**config.mk**
```make
export PLATFORM = sky130hd
export DESIGN_NAME = dsp_product_accumulator
export DESIGN_NICKNAME = d
export VERILOG_FILES = /design/src/rtl/dsp_acc_pkg.sv /design/src/rtl/dsp_acc_fit.sv /design/src/rtl/dsp_product_accumulator.sv
export SDC_FILE = /design/constraint.sdc
export NUM_CORES = 1
export LEC_CHECK = 0
export CORE_ASPECT_RATIO = 1.1
export CORE_MARGIN = 2
export CORE_UTILIZATION = 36
export DETAILED_ROUTE_END_ITERATION = 7
export PLACE_DENSITY_LB_ADDON = 0.12
export REMOVE_ABC_BUFFERS = 1
export SYNTH_ARGS = -nofsm -noshare
export SYNTH_HDL_FRONTEND = slang
export SYNTH_HIERARCHICAL = 1
export SYNTH_SLANG_ARGS = --single-unit
```
**constraint.sdc**
```tcl
create_clock -name clk -period 6.13 [get_ports clk]
set_input_delay 1.226 -clock clk [delete_from_list [all_inputs] [get_ports clk]]
set_output_delay 1.226 -clock clk [all_outputs]
set_load 0.02 [all_outputs]
```
**src/rtl/dsp_acc_pkg.sv**
```systemverilog
// Shared types and helpers for the product accumulator.
package dsp_acc_pkg;

  typedef enum logic [1:0] {StIdle, StAccum, StPend} acc_state_e;

  // Full-precision width needed to sum len products of in_w bits.
  function automatic int unsigned acc_width(input int unsigned in_w, input int unsigned len);
    return in_w + $clog2(len);
  endfunction

endpackage

```
**src/rtl/dsp_acc_fit.sv**
```systemverilog
// Reduces the full-precision group sum to the output width.
// Saturates when DSP_ACC_SAT_EN is defined, otherwise keeps the low bits.
module dsp_acc_fit #(
  parameter int unsigned ACC_W = 40,
  parameter int unsigned OUT_W = 40
) (
  input  logic [ACC_W-1:0] sum,
  output logic [OUT_W-1:0] res,
  output logic             sat
);

  if (OUT_W >= ACC_W) begin : g_wide
    assign res = OUT_W'(sum);
    assign sat = 1'b0;
  end else begin : g_narrow
`ifdef DSP_ACC_SAT_EN
    logic over;
    assign over = |sum[ACC_W-1:OUT_W];
    assign res  = over ? {OUT_W{1'b1}} : sum[OUT_W-1:0];
    assign sat  = over;
`else
    // Upper bits are dropped on purpose when wrapping.
    logic [ACC_W-OUT_W-1:0] unused_hi;
    assign unused_hi = sum[ACC_W-1:OUT_W];
    assign res       = sum[OUT_W-1:0];
    assign sat       = 1'b0;
`endif
  end

endmodule

```
**src/rtl/dsp_product_accumulator.sv**
```systemverilog
// Sums ACC_LEN multiplier products per group behind a one-deep valid/ready output.
// Optional clamping of the result is enabled with the DSP_ACC_SAT_EN macro.
module dsp_product_accumulator
  import dsp_acc_pkg::*;
#(
  parameter int unsigned IN_W    = 38,
  parameter int unsigned ACC_LEN = 4,
  parameter int unsigned OUT_W   = 40
) (
  input  logic                       clk,
  input  logic                       reset,
  input  logic [IN_W-1:0]            z_in,
  input  logic                       in_valid,
  output logic                       in_ready,
  input  logic                       clear,
  output logic [OUT_W-1:0]           acc_out,
  output logic                       out_valid,
  input  logic                       out_ready,
  output logic                       sat,
  output logic [$clog2(ACC_LEN)-1:0] grp_cnt
);

  localparam int unsigned      ACC_W = acc_width(IN_W, ACC_LEN);
  localparam int unsigned      CNT_W = $clog2(ACC_LEN);
  localparam logic [CNT_W-1:0] LAST  = CNT_W'(ACC_LEN - 1);

  acc_state_e       state_q, state_d;
  logic [ACC_W-1:0] acc_q, acc_d;
  logic [CNT_W-1:0] cnt_q, cnt_d;
  logic [OUT_W-1:0] acc_out_q, acc_out_d;
  logic             out_valid_q, out_valid_d;
  logic             sat_q, sat_d;

  logic             is_last, accept, drain, final_acc;
  logic [ACC_W-1:0] sum;
  logic [OUT_W-1:0] fit_val;
  logic             fit_sat;

  assign is_last   = (cnt_q == LAST);
  // Only the closing product of a group needs a free output register.
  assign in_ready  = !(out_valid_q && !out_ready && is_last);
  assign accept    = in_valid && in_ready;
  assign drain     = out_valid_q && out_ready;
  assign final_acc = accept && is_last && !clear;

  // A new group (or a clear) starts from zero instead of the stale partial sum.
  assign sum = ((state_q == StAccum && !clear) ? acc_q : '0) + ACC_W'(z_in);

  dsp_acc_fit #(
    .ACC_W(ACC_W),
    .OUT_W(OUT_W)
  ) u_fit (
    .sum(sum),
    .res(fit_val),
    .sat(fit_sat)
  );

  always_comb begin
    acc_d       = acc_q;
    cnt_d       = cnt_q;
    acc_out_d   = acc_out_q;
    out_valid_d = out_valid_q;
    sat_d       = sat_q;

    if (clear) cnt_d = '0;
    if (accept) begin
      acc_d = sum;
      if (final_acc)  cnt_d = '0;
      else if (clear) cnt_d = CNT_W'(1);
      else            cnt_d = cnt_q + 1'b1;
    end

    if (drain) out_valid_d = 1'b0;
    if (final_acc) begin
      out_valid_d = 1'b1;
      acc_out_d   = fit_val;
      sat_d       = fit_sat;
    end
  end

  always_comb begin
    state_d = StIdle;
    if (cnt_d != '0)      state_d = StAccum;
    else if (out_valid_d) state_d = StPend;
  end

  always_ff @(posedge clk or negedge reset) begin
    if (!reset) begin
      state_q     <= StIdle;
      acc_q       <= '0;
      cnt_q       <= '0;
      acc_out_q   <= '0;
      out_valid_q <= 1'b0;
      sat_q       <= 1'b0;
    end else begin
      state_q     <= state_d;
      acc_q       <= acc_d;
      cnt_q       <= cnt_d;
      acc_out_q   <= acc_out_d;
      out_valid_q <= out_valid_d;
      sat_q       <= sat_d;
    end
  end

  assign acc_out   = acc_out_q;
  assign out_valid = out_valid_q;
  assign sat       = sat_q;
  assign grp_cnt   = cnt_q;

endmodule

```
==> report_table.html <==
<table>
<tr><th>Metric</th><th>Value</th></tr>
<tr><th colspan="2">Drt</th></tr>
<tr><td>Via density per instance</td><td>5.25</td></tr>
<tr><td>Antenna violation net count after detailed routing</td><td>0</td></tr>
<tr><td>DRT iter0 DRCs</td><td>227</td></tr>
<tr><td>Post-route DRC violation count</td><td>0</td></tr>
<tr><td>Routed WL</td><td>14.2 mm</td></tr>
<tr><td>Number of vias after detailed routing</td><td>4483</td></tr>
<tr><td>Detailed Routing Iterations Pass 1</td><td>4</td></tr>
<tr><td>Wire length per cell after detailed routing</td><td>16.6 um</td></tr>
<tr><th colspan="2">Logic synthesis</th></tr>
<tr><td>Unique masters post-synth</td><td>68</td></tr>
<tr><td>Count of synthesis-stage warnings from yosys</td><td>6</td></tr>
<tr><td>Synthesized instance count</td><td>608</td></tr>
<tr><td>Syn avg cell area</td><td>9.98 um^2</td></tr>
<tr><td>Count of flip-flops with a built-in enable after synthesis</td><td>0</td></tr>
<tr><td>Number of register bits inferred by synthesis</td><td>86</td></tr>
<tr><td>Sequential-to-total area share from yosys stat</td><td>35.5%</td></tr>
<tr><td>Area share of the largest cell type after synthesis</td><td>35.5%</td></tr>
<tr><td>Share of synthesized registers carrying an async set or reset</td><td>100%</td></tr>
<tr><td>Post-synthesis instance area</td><td>6070 um^2</td></tr>
<tr><td>Library cell occupying the most area in the post-synthesis netlist</td><td>sky130_fd_sc_hd__dfrtp_1</td></tr>
<tr><td>Top flip-flop cell by instance count after synthesis</td><td>sky130_fd_sc_hd__dfrtp_1</td></tr>
<tr><td>Dominant cells by area after synthesis</td><td>sky130_fd_sc_hd__dfrtp_1 35%, sky130_fd_sc_hd__mux2_2 14%, sky130_fd_sc_hd__ha_1 8.0%, sky130_fd_sc_hd__buf_4 5.7%, sky130_fd_sc_hd__and2_1 4.4%</td></tr>
<tr><th colspan="2">Finish</th></tr>
<tr><td>Layout cell share with drive strength beyond 1</td><td>17.7%</td></tr>
<tr><td>Final net count</td><td>729</td></tr>
<tr><td>Count of non-filler cells in the finished layout</td><td>854</td></tr>
<tr><td>Final non-filler cell area</td><td>7030 um^2</td></tr>
<tr><td>Synth-to-Final Area Change</td><td>15.9%</td></tr>
<tr><td>Fill cell total of the finished layout</td><td>1646</td></tr>
<tr><td>Antenna diode instance count</td><td>0</td></tr>
<tr><th colspan="2">Critical path</th></tr>
<tr><td>Maximum cell stage delay along the critical path</td><td>610 ps</td></tr>
<tr><td>Slowest cell on the critical path</td><td>sky130_fd_sc_hd__clkdlybuf4s50_1</td></tr>
<tr><td>Cell class contributing the biggest share of worst-path delay</td><td>compound AO/OA/AOI/OAI gates</td></tr>
<tr><td>Critical Path Source Type</td><td>input pin</td></tr>
<tr><td>Register-to-register setup slack</td><td>2410 ps</td></tr>
<tr><td>Endpoint of the most critical register-to-register path</td><td>acc_out[32]</td></tr>
<tr><td>Number of cell instances on the worst register-to-register path</td><td>14</td></tr>
<tr><td>Cells along the critical path</td><td>clkdlybuf4s50_1 &gt; nor3b_2 &gt; buf_4 &gt; and2_1 &gt; ha_1 &gt; fa_1 &gt; a21o_2 &gt; a31oi_2 &gt; nor4b_2 &gt; o211ai_1 &gt; a21oi_1 &gt; o21ai_0 &gt; nor2b_1 &gt; xnor2_1 &gt; mux2_2</td></tr>
<tr><td>Worst setup path class</td><td>input pin to register</td></tr>
<tr><td>Worst EP arrival</td><td>5030 ps</td></tr>
<tr><td>Crit. End Element</td><td>register</td></tr>
<tr><td>WP buf/inv</td><td>2</td></tr>
<tr><td>Crit path max fanout</td><td>44</td></tr>
<tr><td>Source of the worst register-to-register timing path</td><td>state_q[0]</td></tr>
<tr><td>Required time at the worst-slack endpoint</td><td>6360 ps</td></tr>
<tr><th colspan="2">Clock network</th></tr>
<tr><td>H-tree Lvls</td><td>3</td></tr>
<tr><td>TritonCTS clock tree</td><td>yes</td></tr>
<tr><td>Clock Path Buffers</td><td>2</td></tr>
<tr><td>Hold Buf Count CTS</td><td>0</td></tr>
<tr><td>Clock-pin slew on the worst setup and hold paths</td><td>60 ps</td></tr>
<tr><td>Count of buffers added by post-CTS timing repair for setup</td><td>0</td></tr>
<tr><td>Number of buffers created by CTS</td><td>9</td></tr>
<tr><td>CTS Root Cell</td><td>sky130_fd_sc_hd__clkbuf_16</td></tr>
<tr><td>Total clock sinks</td><td>86</td></tr>
<tr><td>Clock Latency Late Sink</td><td>350 ps</td></tr>
<tr><td># resized after CTS</td><td>0</td></tr>
<tr><th colspan="2">Die</th></tr>
<tr><td>Initial cell density of the core</td><td>36.9%</td></tr>
<tr><td>Horizontal die dimension</td><td>128 um</td></tr>
<tr><td>Placeable core region</td><td>16400 um^2</td></tr>
<tr><td>Io pins</td><td>88</td></tr>
<tr><td>Floorplan die height</td><td>140 um</td></tr>
<tr><td>Row cnt</td><td>49</td></tr>
<tr><td>Area of the die</td><td>17900 um^2</td></tr>
<tr><th colspan="2">Global route</th></tr>
<tr><td>Wire length of the first global-routing pass</td><td>23.8 mm</td></tr>
<tr><td>Initial antenna violation count</td><td>0</td></tr>
<tr><td>Tot GR Track Use</td><td>16.7%</td></tr>
<tr><td>Maximum number of pins on one net before global-route repair</td><td>56</td></tr>
<tr><td>Overflow left after global routing</td><td>0</td></tr>
<tr><td>Number of global-route vias before repair</td><td>4661</td></tr>
<tr><th colspan="2">STA</th></tr>
<tr><td>Fin worst setup slack</td><td>1330 ps</td></tr>
<tr><td>Worst Max-Slew Pin Slew</td><td>1150 ps</td></tr>
<tr><td>Achievable frequency</td><td>208 MHz</td></tr>
<tr><td>Worst clock skew on the final layout</td><td>8.62 ps</td></tr>
<tr><td>Setup TNS</td><td>0 ps</td></tr>
<tr><td>Relative max-transition margin</td><td>22.9%</td></tr>
<tr><td>Shortest clock period the worst path allows after layout</td><td>4800 ps</td></tr>
<tr><td>Max Slew Vio Count</td><td>0</td></tr>
<tr><td>Setup repair after global routing missed its margin</td><td>false</td></tr>
<tr><td>Setup violations, final</td><td>0</td></tr>
<tr><td>Count of final hold-check violations</td><td>0</td></tr>
<tr><td>Ratio of final minimum period to clock period</td><td>78.2%</td></tr>
<tr><th colspan="2">Place</th></tr>
<tr><td>Minimum setup slack after placement</td><td>1030 ps</td></tr>
<tr><td>Buffers added on ports</td><td>87</td></tr>
<tr><td>Half-perimeter wire length after detailed placement</td><td>10.5 mm</td></tr>
<tr><td>Number of placed cells counting well taps</td><td>839</td></tr>
<tr><td>GP Congestion</td><td>0.835</td></tr>
<tr><td>Placed cell areas</td><td>6770 um^2</td></tr>
<tr><th colspan="2">Run status</th></tr>
<tr><td>Result of the run</td><td>finished, final reports clean</td></tr>
<tr><th colspan="2">Pwr</th></tr>
<tr><td>Reported leakage power</td><td>3.08 nW</td></tr>
<tr><td>Pwr dens</td><td>374 nW/um^2</td></tr>
<tr><td>Max VDD drop</td><td>0.000165 V</td></tr>
<tr><th colspan="2">Hold path</th></tr>
<tr><td>Kind of path behind the tightest hold check</td><td>register to register</td></tr>
<tr><td>Min-Delay Startpoint</td><td>acc_q[37]</td></tr>
<tr><td>Worst Hold Path Cells</td><td>2</td></tr>
<tr><td>Hold path endpoint</td><td>acc_q[37]</td></tr>
<tr><th colspan="2">Flow run</th></tr>
<tr><td>Count of max-cap constraint violations</td><td>0</td></tr>
</table>
worst register-to-register path: stages, from the launching register on:
cell and delay [ps]:
sky130_fd_sc_hd__dfrtp_1 350, sky130_fd_sc_hd__nor3b_2 140, sky130_fd_sc_hd__buf_4 260, sky130_fd_sc_hd__and2_1 220
sky130_fd_sc_hd__ha_1 220, sky130_fd_sc_hd__fa_1 420, sky130_fd_sc_hd__a21o_2 230, sky130_fd_sc_hd__a31oi_2 240
sky130_fd_sc_hd__nor4b_2 90, sky130_fd_sc_hd__o211ai_1 270, sky130_fd_sc_hd__a21oi_1 150, sky130_fd_sc_hd__o21ai_0 450
sky130_fd_sc_hd__nor2b_1 230, sky130_fd_sc_hd__xnor2_1 80, sky130_fd_sc_hd__mux2_2 260
report_power, final:
part	switching [mW]	internal, mW	total, mW
Combinational	0.619	0.608	1.23
Clock	0.229	0.270	0.498
Sequential	0.107	0.794	0.901
Total	0.955	1.67	2.63
metrics by stage:
step                      util [%]  hold slack [ps]  power [mW]
after floorplan                  -              440        1.69
after global placement        41.2              455        2.14
after detailed placement      41.2              471        2.15
after CTS                     42.8              489        2.66
after global routing          42.8              507        2.81
final                         42.8              483        2.63
state kept, by name, indices dropped and copies added (netlist names):
name and count:
acc_out 40, grp_cnt 2, acc_q 40, state_q 2, sat 1, out_valid 1
routing by layer:
| metal | vias to the layer above | wire length [um] | track usage [%] |
|---|---|---|---|
| met2 | 78 | 6730 | 27.1 |
| met1 | 2156 | 6700 | 22.3 |
| met5 | - | 0 | 0 |
| li1 | 2231 | - | - |
| met3 | 18 | 508 | 3.09 |
| met4 | 0 | 271 | 5.96 |
cells in the mapped netlist, drive strengths merged, types with 2 or more instances:
cell type  count
nor3           7
nand2         36
and2          45
or3            2
mux2          74
a221o          2
xnor2         23
ha            39
inv           11
xor2           9
clkbuf        11
nand4         15
and3           2
a211oi         6
o21ai         24
nor2          31
dfrtp         86
a22oi          2
a21o          17
o31a           2
nand3b         2
nand3          8
o21a           3
o21bai        10
a21boi         4
and3b          2
a21oi         46
o31ai          5
a31oi          5
buf           52
mux2i          2
o211ai         6
a211o          3
layout by cell type, fill, tap and decap left out, drive strengths merged, types with 11 or more instances in the layout:
master,n
dfrtp,86
clkdlybuf4s50,86
mux2,74
a21oi,46
and2,45
ha,39
nand2,36
nor2,31
o21ai,24
xnor2,23
a21o,17
nand4,15
inv,11
cells by family (layout without fill, tap and decap cells):
logic type                 count (synthesis)  after routing  synth area share, %
DFF                                       86             86                 35.5
xor gates and xnor gates                  32             32                 4.62
AOI/OAI and AO/OA                        141            141                 15.5
muxes                                     76             76                 14.1
and+or+nand+nor                          158            158                 13.8
buffers and inverters                     74            116                 8.07
other                                      1              1               0.0618
adders and majority gates                 40             40                 8.37
area by class of cell:
class,instances,area (um^2),area share [%]
clock inverter,5,27.5,0.392
multi-input combinational,448,3430,48.9
timing repair buffer,90,891,12.7
sequential,86,2150,30.6
tap,204,255,3.63
inverter,11,41.3,0.587
clock buffer,10,229,3.26
worst max-delay path by stage:
stage                     start           to  slack, ps  depth (start not counted)
final                     clear  acc_out[32]       1330                         15
after CTS                 clear  acc_out[32]       1390                         15
after global placement    clear  acc_out[32]       1090                         15
after detailed placement  clear  acc_out[32]       1030                         15
after floorplan           clear  acc_out[34]        890                         13
after global routing      clear  acc_out[32]       1170                         15
No activity file was read; power rests on OpenSTA's default activity.
